File: src/rtl/vga_image_window_ctrl_if.sv
// Display-path bundle between VGA driver/host/ROM and the image window controller.
// master = surrounding system (drives positions, config, ROM data); slave = controller.
interface vga_image_window_ctrl_if #(
  parameter int ADDR_W = 14
) ();
  logic [9:0]        pixel_xpos;
  logic [9:0]        pixel_ypos;
  logic              move_en;
  logic              cfg_valid;
  logic [9:0]        cfg_x;
  logic [9:0]        cfg_y;
  logic              cfg_ready;
  logic [ADDR_W-1:0] rom_addr;
  logic [15:0]       rom_data;
  logic [29:0]       pixel_data;
  logic [9:0]        win_x;
  logic [9:0]        win_y;

  modport master (
    output pixel_xpos, pixel_ypos, move_en, cfg_valid, cfg_x, cfg_y, rom_data,
    input  cfg_ready, rom_addr, pixel_data, win_x, win_y
  );

  modport slave (
    input  pixel_xpos, pixel_ypos, move_en, cfg_valid, cfg_x, cfg_y, rom_data,
    output cfg_ready, rom_addr, pixel_data, win_x, win_y
  );
endinterface

File: src/rtl/vga_image_window_ctrl.sv
// Places an IMG_W x IMG_H RGB565 image on the VGA screen: ROM addressing, valid alignment,
// RGB565->30-bit expansion, and frame-synchronous origin moves (host request or bounce).
module vga_image_window_ctrl #(
  parameter int H_DISP  = 640,
  parameter int V_DISP  = 480,
  parameter int IMG_W   = 240,
  parameter int IMG_H   = 40,
  parameter int ADDR_W  = 14,
  parameter int ROM_LAT = 1,
  parameter int STEP    = 2,
  parameter int INIT_X  = 100,
  parameter int INIT_Y  = 50
) (
  input logic                   driver_clk,
  input logic                   sys_rst,
  vga_image_window_ctrl_if.slave bus
);
  localparam logic [9:0]         X_MAX   = 10'(H_DISP - IMG_W);
  localparam logic [9:0]         Y_MAX   = 10'(V_DISP - IMG_H);
  localparam logic signed [10:0] X_MAX_S = 11'(H_DISP - IMG_W);
  localparam logic signed [10:0] Y_MAX_S = 11'(V_DISP - IMG_H);
  localparam logic signed [10:0] STEP_S  = 11'(STEP);

  typedef enum logic {IDLE, PEND} state_t;

  state_t            state_q;
  logic [9:0]        win_x_q, win_y_q, pend_x_q, pend_y_q;
  logic              dir_x_q, dir_y_q; // 1 = moving towards 0
  logic              cfg_ready_q;

  logic [ADDR_W-1:0] rom_addr_q, rom_addr_d;
  logic [ROM_LAT:0]  vld_q, vld_d;
  logic [29:0]       pix_q, pix_d;
  logic              at_end_q, at_end_d;

  logic              in_win, frame_end;
  logic [9:0]        dx, dy, cx, cy, bx_win, by_win;
  logic signed [10:0] bx, by;
  logic              bx_flip, by_flip;
  logic [4:0]        r5, b5;
  logic [5:0]        g6;
  logic [1:0]        unused_g_lsb;

  assign unused_g_lsb = bus.rom_data[6:5];

  always_comb begin
    in_win = ({1'b0, bus.pixel_xpos} >= {1'b0, win_x_q})
          && ({1'b0, bus.pixel_xpos} <  {1'b0, win_x_q} + 11'(IMG_W))
          && ({1'b0, bus.pixel_ypos} >= {1'b0, win_y_q})
          && ({1'b0, bus.pixel_ypos} <  {1'b0, win_y_q} + 11'(IMG_H))
          && (bus.pixel_xpos < 10'(H_DISP))
          && (bus.pixel_ypos < 10'(V_DISP));
    dx = bus.pixel_xpos - win_x_q;
    dy = bus.pixel_ypos - win_y_q;
    rom_addr_d = in_win ? ADDR_W'(dy) * ADDR_W'(IMG_W) + ADDR_W'(dx) : rom_addr_q;
    vld_d = {vld_q[ROM_LAT-1:0], in_win};

    r5 = bus.rom_data[15:11];
    g6 = bus.rom_data[10:5];
    b5 = bus.rom_data[4:0];
    // Replicate MSBs into the low bits so full-scale 565 maps to full-scale 10-bit.
    pix_d = vld_q[ROM_LAT] ? {r5, r5, g6, g6[5:2], b5, b5} : 30'd0;

    at_end_d  = (bus.pixel_xpos == 10'(H_DISP - 1)) && (bus.pixel_ypos == 10'(V_DISP - 1));
    frame_end = at_end_d && !at_end_q;

    cx = (bus.cfg_x > X_MAX) ? X_MAX : bus.cfg_x;
    cy = (bus.cfg_y > Y_MAX) ? Y_MAX : bus.cfg_y;

    // Reaching an edge exactly also turns around, so the next step heads back inward.
    bx = dir_x_q ? $signed({1'b0, win_x_q}) - STEP_S : $signed({1'b0, win_x_q}) + STEP_S;
    by = dir_y_q ? $signed({1'b0, win_y_q}) - STEP_S : $signed({1'b0, win_y_q}) + STEP_S;
    bx_win = bx[9:0];
    bx_flip = 1'b0;
    if (bx >= X_MAX_S) begin
      bx_win = X_MAX;
      bx_flip = 1'b1;
    end else if (bx <= 11'sd0) begin
      bx_win = 10'd0;
      bx_flip = 1'b1;
    end
    by_win = by[9:0];
    by_flip = 1'b0;
    if (by >= Y_MAX_S) begin
      by_win = Y_MAX;
      by_flip = 1'b1;
    end else if (by <= 11'sd0) begin
      by_win = 10'd0;
      by_flip = 1'b1;
    end
  end

  always_ff @(posedge driver_clk or posedge sys_rst) begin
    if (sys_rst) begin
      rom_addr_q <= '0;
      vld_q      <= '0;
      pix_q      <= '0;
      at_end_q   <= 1'b0;
    end else begin
      rom_addr_q <= rom_addr_d;
      vld_q      <= vld_d;
      pix_q      <= pix_d;
      at_end_q   <= at_end_d;
    end
  end

  always_ff @(posedge driver_clk or posedge sys_rst) begin
    if (sys_rst) begin
      state_q     <= IDLE;
      cfg_ready_q <= 1'b1;
      win_x_q     <= 10'(INIT_X);
      win_y_q     <= 10'(INIT_Y);
      pend_x_q    <= '0;
      pend_y_q    <= '0;
      dir_x_q     <= 1'b0;
      dir_y_q     <= 1'b0;
    end else begin
      case (state_q)
        IDLE: begin
          if (frame_end && bus.move_en) begin
            win_x_q <= bx_win;
            win_y_q <= by_win;
            dir_x_q <= dir_x_q ^ bx_flip;
            dir_y_q <= dir_y_q ^ by_flip;
          end
          // A request landing on frame_end waits for the next frame; bounce still runs above.
          if (bus.cfg_valid && cfg_ready_q) begin
            pend_x_q    <= cx;
            pend_y_q    <= cy;
            state_q     <= PEND;
            cfg_ready_q <= 1'b0;
          end
        end
        PEND: begin
          if (frame_end) begin
            win_x_q     <= pend_x_q;
            win_y_q     <= pend_y_q;
            state_q     <= IDLE;
            cfg_ready_q <= 1'b1;
          end
        end
        default: begin
          state_q     <= IDLE;
          cfg_ready_q <= 1'b1;
        end
      endcase
    end
  end

  assign bus.rom_addr   = rom_addr_q;
  assign bus.pixel_data = pix_q;
  assign bus.win_x      = win_x_q;
  assign bus.win_y      = win_y_q;
  assign bus.cfg_ready  = cfg_ready_q;
endmodule

File: src/flat_wrapper.sv
// flat-port wrapper written by rule: the top's interface ports become plain ports
module vga_image_window_ctrl_flat 
#(
  parameter int H_DISP  = 640,
  parameter int V_DISP  = 480,
  parameter int IMG_W   = 240,
  parameter int IMG_H   = 40,
  parameter int ADDR_W  = 14,
  parameter int ROM_LAT = 1,
  parameter int STEP    = 2,
  parameter int INIT_X  = 100,
  parameter int INIT_Y  = 50
)
  (driver_clk, sys_rst, bus_pixel_xpos, bus_pixel_ypos, bus_move_en, bus_cfg_valid, bus_cfg_x, bus_cfg_y, bus_rom_data, bus_cfg_ready, bus_rom_addr, bus_pixel_data, bus_win_x, bus_win_y);
  vga_image_window_ctrl_if #(.ADDR_W(ADDR_W)) bus_i ();
  input logic driver_clk;
  input logic sys_rst;
  input wire logic [$bits(bus_i.pixel_xpos)-1:0] bus_pixel_xpos;
  input wire logic [$bits(bus_i.pixel_ypos)-1:0] bus_pixel_ypos;
  input wire logic [$bits(bus_i.move_en)-1:0] bus_move_en;
  input wire logic [$bits(bus_i.cfg_valid)-1:0] bus_cfg_valid;
  input wire logic [$bits(bus_i.cfg_x)-1:0] bus_cfg_x;
  input wire logic [$bits(bus_i.cfg_y)-1:0] bus_cfg_y;
  input wire logic [$bits(bus_i.rom_data)-1:0] bus_rom_data;
  output wire logic [$bits(bus_i.cfg_ready)-1:0] bus_cfg_ready;
  output wire logic [$bits(bus_i.rom_addr)-1:0] bus_rom_addr;
  output wire logic [$bits(bus_i.pixel_data)-1:0] bus_pixel_data;
  output wire logic [$bits(bus_i.win_x)-1:0] bus_win_x;
  output wire logic [$bits(bus_i.win_y)-1:0] bus_win_y;
  assign bus_i.pixel_xpos = bus_pixel_xpos;
  assign bus_i.pixel_ypos = bus_pixel_ypos;
  assign bus_i.move_en = bus_move_en;
  assign bus_i.cfg_valid = bus_cfg_valid;
  assign bus_i.cfg_x = bus_cfg_x;
  assign bus_i.cfg_y = bus_cfg_y;
  assign bus_i.rom_data = bus_rom_data;
  assign bus_cfg_ready = bus_i.cfg_ready;
  assign bus_rom_addr = bus_i.rom_addr;
  assign bus_pixel_data = bus_i.pixel_data;
  assign bus_win_x = bus_i.win_x;
  assign bus_win_y = bus_i.win_y;
  vga_image_window_ctrl #(.H_DISP(H_DISP), .V_DISP(V_DISP), .IMG_W(IMG_W), .IMG_H(IMG_H), .ADDR_W(ADDR_W), .ROM_LAT(ROM_LAT), .STEP(STEP), .INIT_X(INIT_X), .INIT_Y(INIT_Y)) u_core (.driver_clk(driver_clk), .sys_rst(sys_rst), .bus(bus_i));
endmodule
File: config.mk
export PLATFORM = sky130hd
export DESIGN_NAME = vga_image_window_ctrl_flat
export DESIGN_NICKNAME = d
export VERILOG_FILES = /design/src/rtl/vga_image_window_ctrl_if.sv /design/src/rtl/vga_image_window_ctrl.sv /design/src/flat_wrapper.sv
export SDC_FILE = /design/constraint.sdc
export NUM_CORES = 1
export LEC_CHECK = 0
export CELL_PAD_IN_SITES_DETAIL_PLACEMENT = 1
export CELL_PAD_IN_SITES_GLOBAL_PLACEMENT = 1
export CORE_AREA = 2 2 128 130
export CTS_CLUSTER_DIAMETER = 150
export DETAILED_ROUTE_END_ITERATION = 6
export DIE_AREA = 0 0 130 132
export PLACE_DENSITY = 0.83
export SETUP_SLACK_MARGIN = 0.1
export SLEW_MARGIN = 5
export SYNTH_ARGS = -nofsm -noshare
export SYNTH_HDL_FRONTEND = slang
export SYNTH_SLANG_ARGS = --single-unit
export TNS_END_PERCENT = 50
File: constraint.sdc
create_clock -name driver_clk -period 8 [get_ports driver_clk]
set_clock_uncertainty 0.2 [all_clocks]
set_input_delay 1.6 -clock driver_clk [delete_from_list [all_inputs] [get_ports driver_clk]]
set_output_delay 1.6 -clock driver_clk [all_outputs]
set_load 0.005 [all_outputs]
==> results.sh, run 1 <==
export IMPL_status="complete, no violations"
export IMPL_drt_iter0_markers=181
export IMPL_worst_path_max_fanout=6
export IMPL_postLayoutCellArea_um2=8060
export IMPL_hold_violations=0
export IMPL_dp_cells=980
export IMPL_antenna_found_initial=1
export IMPL_grt_pass1_wl_um=29800
export IMPL_die_x_um=130
export IMPL_post_cts_buffers=0
export IMPL_criticalPathCategory="primary input to flop"
export IMPL_min_path_type="flop to flop"
export IMPL_ys_flop_type="dfrtp_1"
export IMPL_finalCriticalPeriod_ns=7.05
export IMPL_max_stage_delay_ns=0.54
export IMPL_min_path_cells=0
export IMPL_p_leak_nw=3.78
export IMPL_required_ns=8.03
export IMPL_drt_drc_violations_left=0
export IMPL_cts_buffers=9
export IMPL_critPathCaptureType="flop"
export IMPL_wire_per_inst_um=18.3
export IMPL_portBuffers=124
export IMPL_cts_path_max_buffers=2
export IMPL_rsz0062_at_grt="false"
export IMPL_grt_usage_pct=21.9
export IMPL_syn_inst=665
export IMPL_holdCritStartpoint="u_core.vld_q[0]"
export IMPL_cp_num_buf_inv=5
export IMPL_worstRegToRegCells=21
export IMPL_register_area_um2=1940
export IMPL_timing_fmax_mhz=142
export IMPL_path_clk_slew_ns=0.06
export IMPL_tritoncts="built"
export IMPL_fill_cells=1796
export IMPL_vias_per_cell=5.46
export IMPL_overflow=0
export IMPL_period_share_pct=88.1
export IMPL_dieArea_um2=17200
export IMPL_dr_pass1_iters=4
export IMPL_yosysWarningCount=0
export IMPL_synthArstFlopShare_pct=100
export IMPL_ys_seq_elements=77
export IMPL_hold_buffers=0
export IMPL_rows=46
export IMPL_placed_area_um2=7770
export IMPL_start_util_pct=40.8
export IMPL_reg2reg_setup_slack_ns=1.92
export IMPL_hpwl_um=15100
export IMPL_drt_antenna_violating_nets=0
export IMPL_slew_headroom_pct=33.8
export IMPL_dieHeight_um=132
export IMPL_vias=5429
export IMPL_layout_cells_non_filler=995
export IMPL_final_util_pct=51.3
export IMPL_drive_gt1_share_pct=6.68
export IMPL_cp_data_arrival_time_ns=7.07
export IMPL_ctsResizeCount=0
export IMPL_syn_area_per_cell_um2=9.63
export IMPL_r2r_end="u_core.bus.rom_addr[13]"
export IMPL_synthDistinctLibCells=75
export IMPL_peakVddDrop_uv=105
export IMPL_max_cap_viol_count=0
export IMPL_fp_coreArea_um2=15700
export IMPL_wl_um=18200
export IMPL_r2r_start="u_core.bus.win_y[1]"
export IMPL_slew_violations=0
export IMPL_cts_root_buf="clkbuf_16"
export IMPL_synth_edf_count=0
export IMPL_cts_sinks=77
export IMPL_tns_ns=0
export IMPL_powerDensity_nw_per_um2=166
export IMPL_whs_endpoint="u_core.vld_q[1]"
export IMPL_grt_pass1_vias=5961
export IMPL_cpMaxStageDelayCell="fa_1"
export IMPL_grt_max_degree=78
export IMPL_ys_seq_area_share_pct=30.2
export IMPL_multiInputGateArea_um2=4070
export IMPL_synth_nets=807
export IMPL_synthesis_area_um2=6410
export IMPL_final_nets=917
export IMPL_worstSetupStartpointType="primary input"
export IMPL_place_gp_congestion=0.903
export IMPL_insertedDiodeCount=0
export IMPL_worstMarginPinSlew_ns=0.993
export IMPL_io_pins=125
export IMPL_syn2layout_area_growth_pct=25.8
export IMPL_finalSetupViolCount=0
export IMPL_htree_levels=3
export IMPL_clk_latency_ns=0.34
export IMPL_critPathTopFamily="adder cells"
synthesized netlist by cell type (7+ instances only):
| library cell | count | area, um^2 |
|---|---|---|
| dfrtp_1 | 70 | 1750 |
| ha_1 | 69 | 863 |
| inv_1 | 65 | 244 |
| a21oi_1 | 37 | 185 |
| xnor2_1 | 37 | 324 |
| nand2_1 | 31 | 116 |
| o21ai_0 | 25 | 125 |
| nor2_1 | 24 | 90.1 |
| xor2_1 | 20 | 175 |
| a21o_1 | 19 | 143 |
| and2_1 | 19 | 119 |
| buf_4 | 14 | 105 |
| fa_1 | 13 | 260 |
| a211oi_1 | 11 | 82.6 |
| nand3_1 | 11 | 55.1 |
| a22o_1 | 10 | 87.6 |
| nand2b_1 | 10 | 62.6 |
| nor2b_1 | 10 | 62.6 |
| o211ai_1 | 10 | 75.1 |
| clkbuf_1 | 8 | 30.0 |
| nor3_1 | 8 | 40.0 |
| dfstp_2 | 7 | 184 |
| nand4_1 | 7 | 43.8 |
| o21a_1 | 7 | 52.6 |
| o21ai_1 | 7 | 35.0 |
| or3_1 | 7 | 43.8 |
state kept, by name, summed over array words and instances (netlist names):
signal                 flops
u_core.vld_q               2
u_core.at_end_q            1
u_core.bus.rom_addr       14
u_core.bus.win_y          10
u_core.dir_y_q             1
u_core.bus.cfg_ready       1
u_core.dir_x_q             1
u_core.pend_y_q           10
u_core.bus.pixel_data     16
u_core.pend_x_q           10
u_core.bus.win_x          10
u_core.state_q             1
kinds of logic (layout without fill, tap and decap cells):
logic type | count (synthesis) | after routing | share of synthesized area [%]
AO/OA/AOI/OAI | 176 | 176 | 19.3
XOR/XNOR | 61 | 61 | 9.28
adder cells (fa/ha/maj) | 84 | 84 | 17.9
buffers and inverters | 91 | 205 | 6.23
flip-flops | 77 | 77 | 30.2
multiplexers | 15 | 15 | 2.56
AND/OR/NAND/NOR | 161 | 161 | 14.5
worst reg2reg max path: cells and delay by family (launching register included):
kind,cells,cell delay [ns]
XOR/XNOR,5,1.02
buffers and inverters,3,0.28
adder cells (fa/ha/maj),4,1.54
flip-flops,1,0.60
multiplexers,1,0.26
AND/OR/NAND/NOR,4,1.34
AO/OA/AOI/OAI,4,0.76
layer usage:
layer / wire, um / part of all wire, % / global-route usage, % / vias to the layer above
met4: 660 / 3.6 / 9.02 / 2
met1: 7240 / 40 / 24.6 / 2656
li1: - / - / - / 2590
met3: 773 / 4.2 / 4.71 / 46
met2: 9520 / 52 / 39.7 / 135
met5: 13 / 0.071 / 0 / -
power by group:
group	switching, W	total [W]	internal [W]
Sequential	0.000000147	0.000390	0.000390
Combinational	0.000285	0.000545	0.000260
Clock	0.000162	0.000402	0.000239
cell usage in the layout (no fill, tap or decap), types with 4 or more instances in the layout:
cell type / netlist / routed
nand2b_1: 10 / 10
dfrtp_1: 70 / 70
nor2b_1: 10 / 10
and2_1: 19 / 19
a21oi_1: 37 / 37
o21ai_0: 25 / 25
clkbuf_16: 0 / 9
o21a_1: 7 / 7
clkdlybuf4s50_1: 0 / 124
inv_1: 65 / 64
o21ai_1: 7 / 7
nor3_1: 8 / 8
dfstp_2: 7 / 7
a21o_1: 19 / 19
fa_1: 13 / 13
nand2_1: 31 / 31
or3_1: 7 / 7
nor4_1: 4 / 4
nor2_1: 24 / 24
nand4_1: 7 / 7
ha_1: 69 / 69
mux2_2: 6 / 6
o211ai_1: 10 / 10
xnor2_1: 37 / 37
nand3_1: 11 / 11
mux2i_1: 4 / 4
a31oi_1: 6 / 6
o311a_1: 6 / 6
mux2_1: 5 / 5
a211oi_1: 11 / 11
a22o_1: 10 / 10
o22a_1: 4 / 4
xor2_1: 20 / 20
or4_1: 4 / 4
and3_1: 5 / 5
worst max path at each step:
| stage | start | endpoint | slack, ns | depth (start not counted) |
|---|---|---|---|---|
| final | bus_pixel_ypos[0] | u_core.bus.rom_addr[13] | 0.95 | 25 |
| after global routing | bus_pixel_ypos[0] | u_core.bus.rom_addr[13] | 0.66 | 25 |
| after CTS | bus_pixel_ypos[0] | u_core.bus.rom_addr[13] | 0.92 | 25 |
| after detailed placement | bus_pixel_ypos[0] | u_core.bus.rom_addr[13] | 0.55 | 25 |
| after global placement | bus_pixel_ypos[1] | u_core.bus.rom_addr[13] | 0.75 | 21 |
| after floorplan | bus_pixel_ypos[1] | u_core.bus.rom_addr[13] | 1.46 | 21 |
stage by stage:
stage          hold slack, ns  worst slack, ns  power [W]
6_report                0.153            0.954    0.00134
5_1_grt                 0.158            0.661    0.00142
4_1_cts                 0.154            0.916    0.00135
3_5_place_dp            0.137            0.551   0.000944
3_3_place_gp            0.131            0.747   0.000908
2_1_floorplan           0.131             1.46   0.000807
area by class of cell:
type / count / area share [%]
multi-input combinational: 497 / 50.5
sequential: 77 / 24.0
timing repair buffer: 125 / 15.5
tap: 216 / 3.35
inverter: 65 / 3.03
clock buffer: 9 / 2.79
clock inverter: 6 / 0.792
Power figures use the tool's default switching activity.
==> inputs of run 2 (changes only) <==
--- a/config.mk
+++ b/config.mk
@@ -7,11 +7,11 @@
 export LEC_CHECK = 0
 export CELL_PAD_IN_SITES_DETAIL_PLACEMENT = 1
 export CELL_PAD_IN_SITES_GLOBAL_PLACEMENT = 1
-export CORE_AREA = 2 2 128 130
+export CORE_AREA = 2 2 109 153
 export CTS_CLUSTER_DIAMETER = 150
 export DETAILED_ROUTE_END_ITERATION = 6
-export DIE_AREA = 0 0 130 132
-export PLACE_DENSITY = 0.83
+export DIE_AREA = 0 0 111 155
+export PLACE_DENSITY = 0.82
 export SETUP_SLACK_MARGIN = 0.1
 export SLEW_MARGIN = 5
 export SYNTH_ARGS = -nofsm -noshare
==> results.sh, run 2 (synthesis gave the netlist of run 1 again) <==
export IMPL_io_pins=125
export IMPL_grt_max_degree=78
export IMPL_worstMarginPinSlew_ns=0.999
export IMPL_slew_headroom_pct=33.4
export IMPL_powerDensity_nw_per_um2=179
export IMPL_drt_antenna_violating_nets=0
export IMPL_drt_iter0_markers=177
export IMPL_insertedDiodeCount=0
export IMPL_clk_latency_ns=0.35
export IMPL_cts_path_max_buffers=2
export IMPL_min_path_type="flop to flop"
export IMPL_grt_pass1_wl_um=31000
export IMPL_finalCriticalPeriod_ns=7.13
export IMPL_antenna_found_initial=0
export IMPL_required_ns=8.03
export IMPL_drive_gt1_share_pct=6.91
export IMPL_grt_pass1_vias=6301
export IMPL_worstSetupStartpointType="primary input"
export IMPL_p_int_w=0.000989
export IMPL_hold_buffers=0
export IMPL_overflow=0
export IMPL_power_share_clock_pct=35.4
export IMPL_period_share_pct=89.2
export IMPL_power_switching_w=0.000470
export IMPL_finalSetupViolCount=0
export IMPL_rows=55
export IMPL_final_common_cell="clkdlybuf4s50_1"
export IMPL_vias=5472
export IMPL_hpwl_um=15500
export IMPL_power_frac_comb_pct=37.8
export IMPL_wl_um=19100
export IMPL_rsz0062_at_grt="false"
export IMPL_max_cap_viol_count=0
export IMPL_start_util_pct=40.3
export IMPL_tns_ns=0
export IMPL_path_clk_slew_ns=0.06
export IMPL_max_stage_delay_ns=0.55
export IMPL_placed_area_um2=7760
export IMPL_drt_drc_violations_left=0
export IMPL_switching_share_pct=32.2
export IMPL_postLayoutCellArea_um2=8130
export IMPL_htree_levels=3
export IMPL_cp_data_arrival_time_ns=7.16
export IMPL_cts_sinks=77
export IMPL_layout_common_cells="clkdlybuf4s50_1 (124), dfrtp_1 (70), ha_1 (69)"
export IMPL_dieArea_um2=17200
export IMPL_final_nets=918
export IMPL_p_leak_nw=3.83
export IMPL_largest_register_ff_count=16
export IMPL_place_gp_congestion=0.882
export IMPL_cpMaxStageDelayCell="clkdlybuf4s50_1"
export IMPL_die_x_um=111
export IMPL_tritoncts="built"
export IMPL_dieHeight_um=155
export IMPL_post_cts_buffers=0
export IMPL_power_frac_seq_pct=26.7
export IMPL_cts_root_buf="clkbuf_16"
export IMPL_fp_coreArea_um2=15900
export IMPL_peakVddDrop_uv=110
export IMPL_portBuffers=124
export IMPL_timing_fmax_mhz=140
export IMPL_cts_buffers=9
export IMPL_critPathCaptureType="flop"
export IMPL_grt_usage_pct=22.5
export IMPL_worst_path_max_fanout=6
export IMPL_status="complete, no violations"
export IMPL_ctsResizeCount=0
export IMPL_crit_path_cell_trace="clkdlybuf4s50_1 > ha_1 > nor2b_1 > o31a_1 > o311a_1 > or3_1 > xor2_1 > ha_1 > inv_1 > fa_1 > inv_1 > ha_1 > or3b_1 > o221ai_1 > a211oi_2 > nor4b_4 > xor2_1 > xnor3_1 > xnor3_1 > xor2_1 > mux2_2"
export IMPL_hold_violations=0
export IMPL_syn2layout_area_growth_pct=26.9
export IMPL_criticalPathCategory="primary input to flop"
export IMPL_dr_pass1_iters=6
export IMPL_wire_per_inst_um=19.5
export IMPL_slew_violations=0
export IMPL_vias_per_cell=5.58
-- run 2: layout make-up --
cell class	instances	area [um^2]
Clock buffer	9	225
Clock inverter	7	145
Fill cell	1815	7770
Inverter	65	244
Multi-Input combinational cell	497	4070
Sequential cell	77	1940
Tap cell	199	249
Timing Repair Buffer	126	1260
-- run 2: final timing paths --
| path | start | to | slack (ns) | cells past startpoint |
|---|---|---|---|---|
| min | u_core.vld_q[0] | u_core.vld_q[1] | 0.16 | 0 |
| max reg2reg | u_core.bus.win_y[1] | u_core.bus.rom_addr[13] | 1.82 | 21 |
| min reg2reg | u_core.vld_q[0] | u_core.vld_q[1] | 0.16 | 0 |
| max in group asynchronous | sys_rst | u_core.dir_x_q | 5.25 | 3 |
| max | bus_pixel_ypos[1] | u_core.bus.rom_addr[13] | 0.87 | 21 |
| min in group asynchronous | sys_rst | u_core.bus.pixel_data[16] | 1.68 | 3 |
-- run 2: power groups by stage --
stage	clock network, W	registers, W	logic [W]
finish	0.000517	0.000390	0.000552
global route	0.000538	0.000390	0.000610
CTS	0.000525	0.000390	0.000555
detailed placement	0	0.000397	0.000544
global placement	0	0.000397	0.000512
floorplan	0	0.000397	0.000410
-- run 2: critical path, delay by kind of cell --
family	cells	cell delay (ns)
muxes	1	0.26
adders and majority gates	4	1.44
xor gates and xnor gates	5	1.03
AOI/OAI and AO/OA	4	0.77
buffers and inverters	3	0.65
and+or+nand+nor	4	1.42
-- run 2: layer usage --
layer / vias up / GRT usage, % / share of wire [%]
met5: - / 0 / 0
met4: 0 / 11.2 / 4.2
met3: 56 / 3.97 / 3.3
met2: 124 / 44.5 / 56
met1: 2704 / 22.4 / 37
li1: 2588 / - / -
-- run 2: through the flow --
stage | utilization, % | total power [W] | std cells | hold slack, ns | worst slack (ns)
global placement | 48.8 | 0.000909 | 964 | 0.134 | 0.726
global route | 51.1 | 0.00154 | 980 | 0.175 | 0.581
floorplan | - | 0.000807 | 665 | 0.131 | 1.46
finish | 51.1 | 0.00146 | 980 | 0.161 | 0.868
CTS | 51.1 | 0.00147 | 980 | 0.162 | 0.864
detailed placement | 48.8 | 0.000941 | 964 | 0.144 | 0.514
==> inputs of run 3 (changes only) <==
--- a/config.mk
+++ b/config.mk
@@ -7,12 +7,13 @@
 export LEC_CHECK = 0
 export CELL_PAD_IN_SITES_DETAIL_PLACEMENT = 1
 export CELL_PAD_IN_SITES_GLOBAL_PLACEMENT = 1
-export CORE_AREA = 2 2 109 153
+export CORE_AREA = 2 2 127 178
 export CTS_CLUSTER_DIAMETER = 150
 export DETAILED_ROUTE_END_ITERATION = 6
-export DIE_AREA = 0 0 111 155
-export PLACE_DENSITY = 0.82
+export DIE_AREA = 0 0 129 180
+export PLACE_DENSITY = 0.64
 export SETUP_SLACK_MARGIN = 0.1
+export SKIP_LAST_GASP = 1
 export SLEW_MARGIN = 5
 export SYNTH_ARGS = -nofsm -noshare
 export SYNTH_HDL_FRONTEND = slang
==> results.sh, run 3 (synthesis gave the netlist of run 1 again) <==
export IMPL_status="complete, no violations"
export IMPL_grt_pass1_wl_um=29300
export IMPL_final_nets=918
export IMPL_rows=64
export IMPL_path_clk_slew_ns=0.07
export IMPL_finalCriticalPeriod_ns=7.02
export IMPL_post_cts_buffers=0
export IMPL_wire_per_inst_um=16.9
export IMPL_min_path_type="flop to flop"
export IMPL_criticalPathCategory="primary input to flop"
export IMPL_drt_iter0_markers=162
export IMPL_io_pins=125
export IMPL_insertedDiodeCount=0
export IMPL_max_cap_viol_count=0
export IMPL_wl_um=18200
export IMPL_ctsResizeCount=0
export IMPL_grt_usage_pct=16.0
export IMPL_clk_latency_ns=0.35
export IMPL_vias_per_cell=4.91
export IMPL_final_common_cell="clkdlybuf4s50_1"
export IMPL_required_ns=8.03
export IMPL_cts_sinks=77
export IMPL_tritoncts="built"
export IMPL_vias=5290
export IMPL_hpwl_um=14700
export IMPL_whs_ns=0.143
export IMPL_slew_violations=0
export IMPL_cp_data_arrival_time_ns=7.05
export IMPL_powerDensity_nw_per_um2=165
export IMPL_critPathCaptureType="flop"
export IMPL_wl_met2_um=9990
export IMPL_drt_antenna_violating_nets=0
export IMPL_hold_violations=0
export IMPL_dieArea_um2=23200
export IMPL_dieHeight_um=180
export IMPL_worstSetupStartpointType="primary input"
export IMPL_htree_levels=3
export IMPL_hold_buffers=0
export IMPL_largest_register_ff_count=16
export IMPL_start_util_pct=29.5
export IMPL_timing_fmax_mhz=142
export IMPL_syn2layout_area_growth_pct=27.7
export IMPL_top_layer="met4"
export IMPL_rsz0062_at_grt="false"
export IMPL_portBuffers=124
export IMPL_worstMarginPinSlew_ns=0.919
export IMPL_dr_pass1_iters=4
export IMPL_place_gp_congestion=0.802
export IMPL_fp_coreArea_um2=21700
export IMPL_cts_root_buf="clkbuf_16"
export IMPL_peakVddDrop_uv=101
export IMPL_cts_path_max_buffers=2
export IMPL_p_leak_nw=3.79
export IMPL_finalSetupViolCount=0
export IMPL_layout_common_cells="clkdlybuf4s50_1 (124), dfrtp_1 (70), ha_1 (69)"
export IMPL_wl_met3_um=478
export IMPL_antenna_found_initial=0
export IMPL_die_x_um=129
export IMPL_cts_buffers=9
export IMPL_tns_ns=0
export IMPL_grt_pass1_vias=5731
export IMPL_drt_drc_violations_left=0
export IMPL_drive_gt1_share_pct=6.79
export IMPL_slew_headroom_pct=38.7
export IMPL_overflow=0
export IMPL_worst_path_max_fanout=6
export IMPL_grt_max_degree=69
export IMPL_period_share_pct=87.7
export IMPL_wl_met1_um=7420
## run 3: changes by cell type in the layout (fill, tap and decap cells not counted)
cell        delta
bufinv_16      -3
clkinv_4       +3
clkinvlp_4     +1
clkbuf_1       +1
inv_8          -1
inv_2          -1
## run 3: critical path, cell delays in order
cell and delay (ns):
clkdlybuf4s50_1 0.57, ha_1 0.28, nor2b_1 0.14, o31a_1 0.26
o311a_1 0.31, or3_1 0.52, xor2_1 0.24, ha_1 0.30
inv_1 0.05, fa_1 0.49, inv_1 0.04, ha_1 0.35
or3b_1 0.39, o221ai_1 0.09, a211oi_2 0.10, nor4b_4 0.27
xor2_1 0.18, xnor3_1 0.24, xnor3_1 0.20, xor2_1 0.15
mux2_2 0.26
## run 3: report_power, final
part	internal, W	leakage [nW]	switching [W]
logic	0.000257	2.68	0.000275
registers	0.000390	0.968	0.000000125
clock network	0.000245	0.143	0.000181
## run 3: stage by stage
stage          std cells  util [%]  power (W)  worst slack [ns]  area (um^2)
2_1_floorplan        665         -   0.000807              1.46         6410
3_3_place_gp        1062      36.3   0.000929             0.738         7880
3_5_place_dp        1062      36.3   0.000938             0.600         7880
4_1_cts             1078      37.7    0.00137             0.983         8180
5_1_grt             1078      37.7    0.00144             0.746         8180
6_report            1078      37.7    0.00135             0.981         8180
## run 3: final timing paths
| check | start | to | slack (ns) | depth (start not counted) |
|---|---|---|---|---|
| max reg2reg | u_core.bus.win_y[1] | u_core.bus.rom_addr[13] | 1.98 | 21 |
| max in group asynchronous | sys_rst | u_core.bus.win_x[8] | 5.20 | 3 |
| max | bus_pixel_ypos[1] | u_core.bus.rom_addr[13] | 0.98 | 21 |
| min in group asynchronous | sys_rst | u_core.bus.rom_addr[13] | 1.26 | 2 |
| min reg2reg | u_core.vld_q[0] | u_core.vld_q[1] | 0.14 | 0 |
| min | u_core.vld_q[0] | u_core.vld_q[1] | 0.14 | 0 |
## run 3: final cells by class
| class | count | area, um^2 |
|---|---|---|
| clock buffer | 10 | 229 |
| clock inverter | 6 | 72.6 |
| fill | 2471 | 13500 |
| inverter | 65 | 245 |
| multi-input combinational | 497 | 4070 |
| sequential | 77 | 1940 |
| tap | 297 | 372 |
| timing repair buffer | 126 | 1260 |
## run 3: per-layer routing
| layer | global-route usage [%] | vias to the layer above |
|---|---|---|
| met1 | 18.1 | 2596 |
| met2 | 30.5 | 88 |
| li1 | - | 2586 |
| met4 | 4.17 | 0 |
| met5 | 0 | - |
| met3 | 2.59 | 20 |
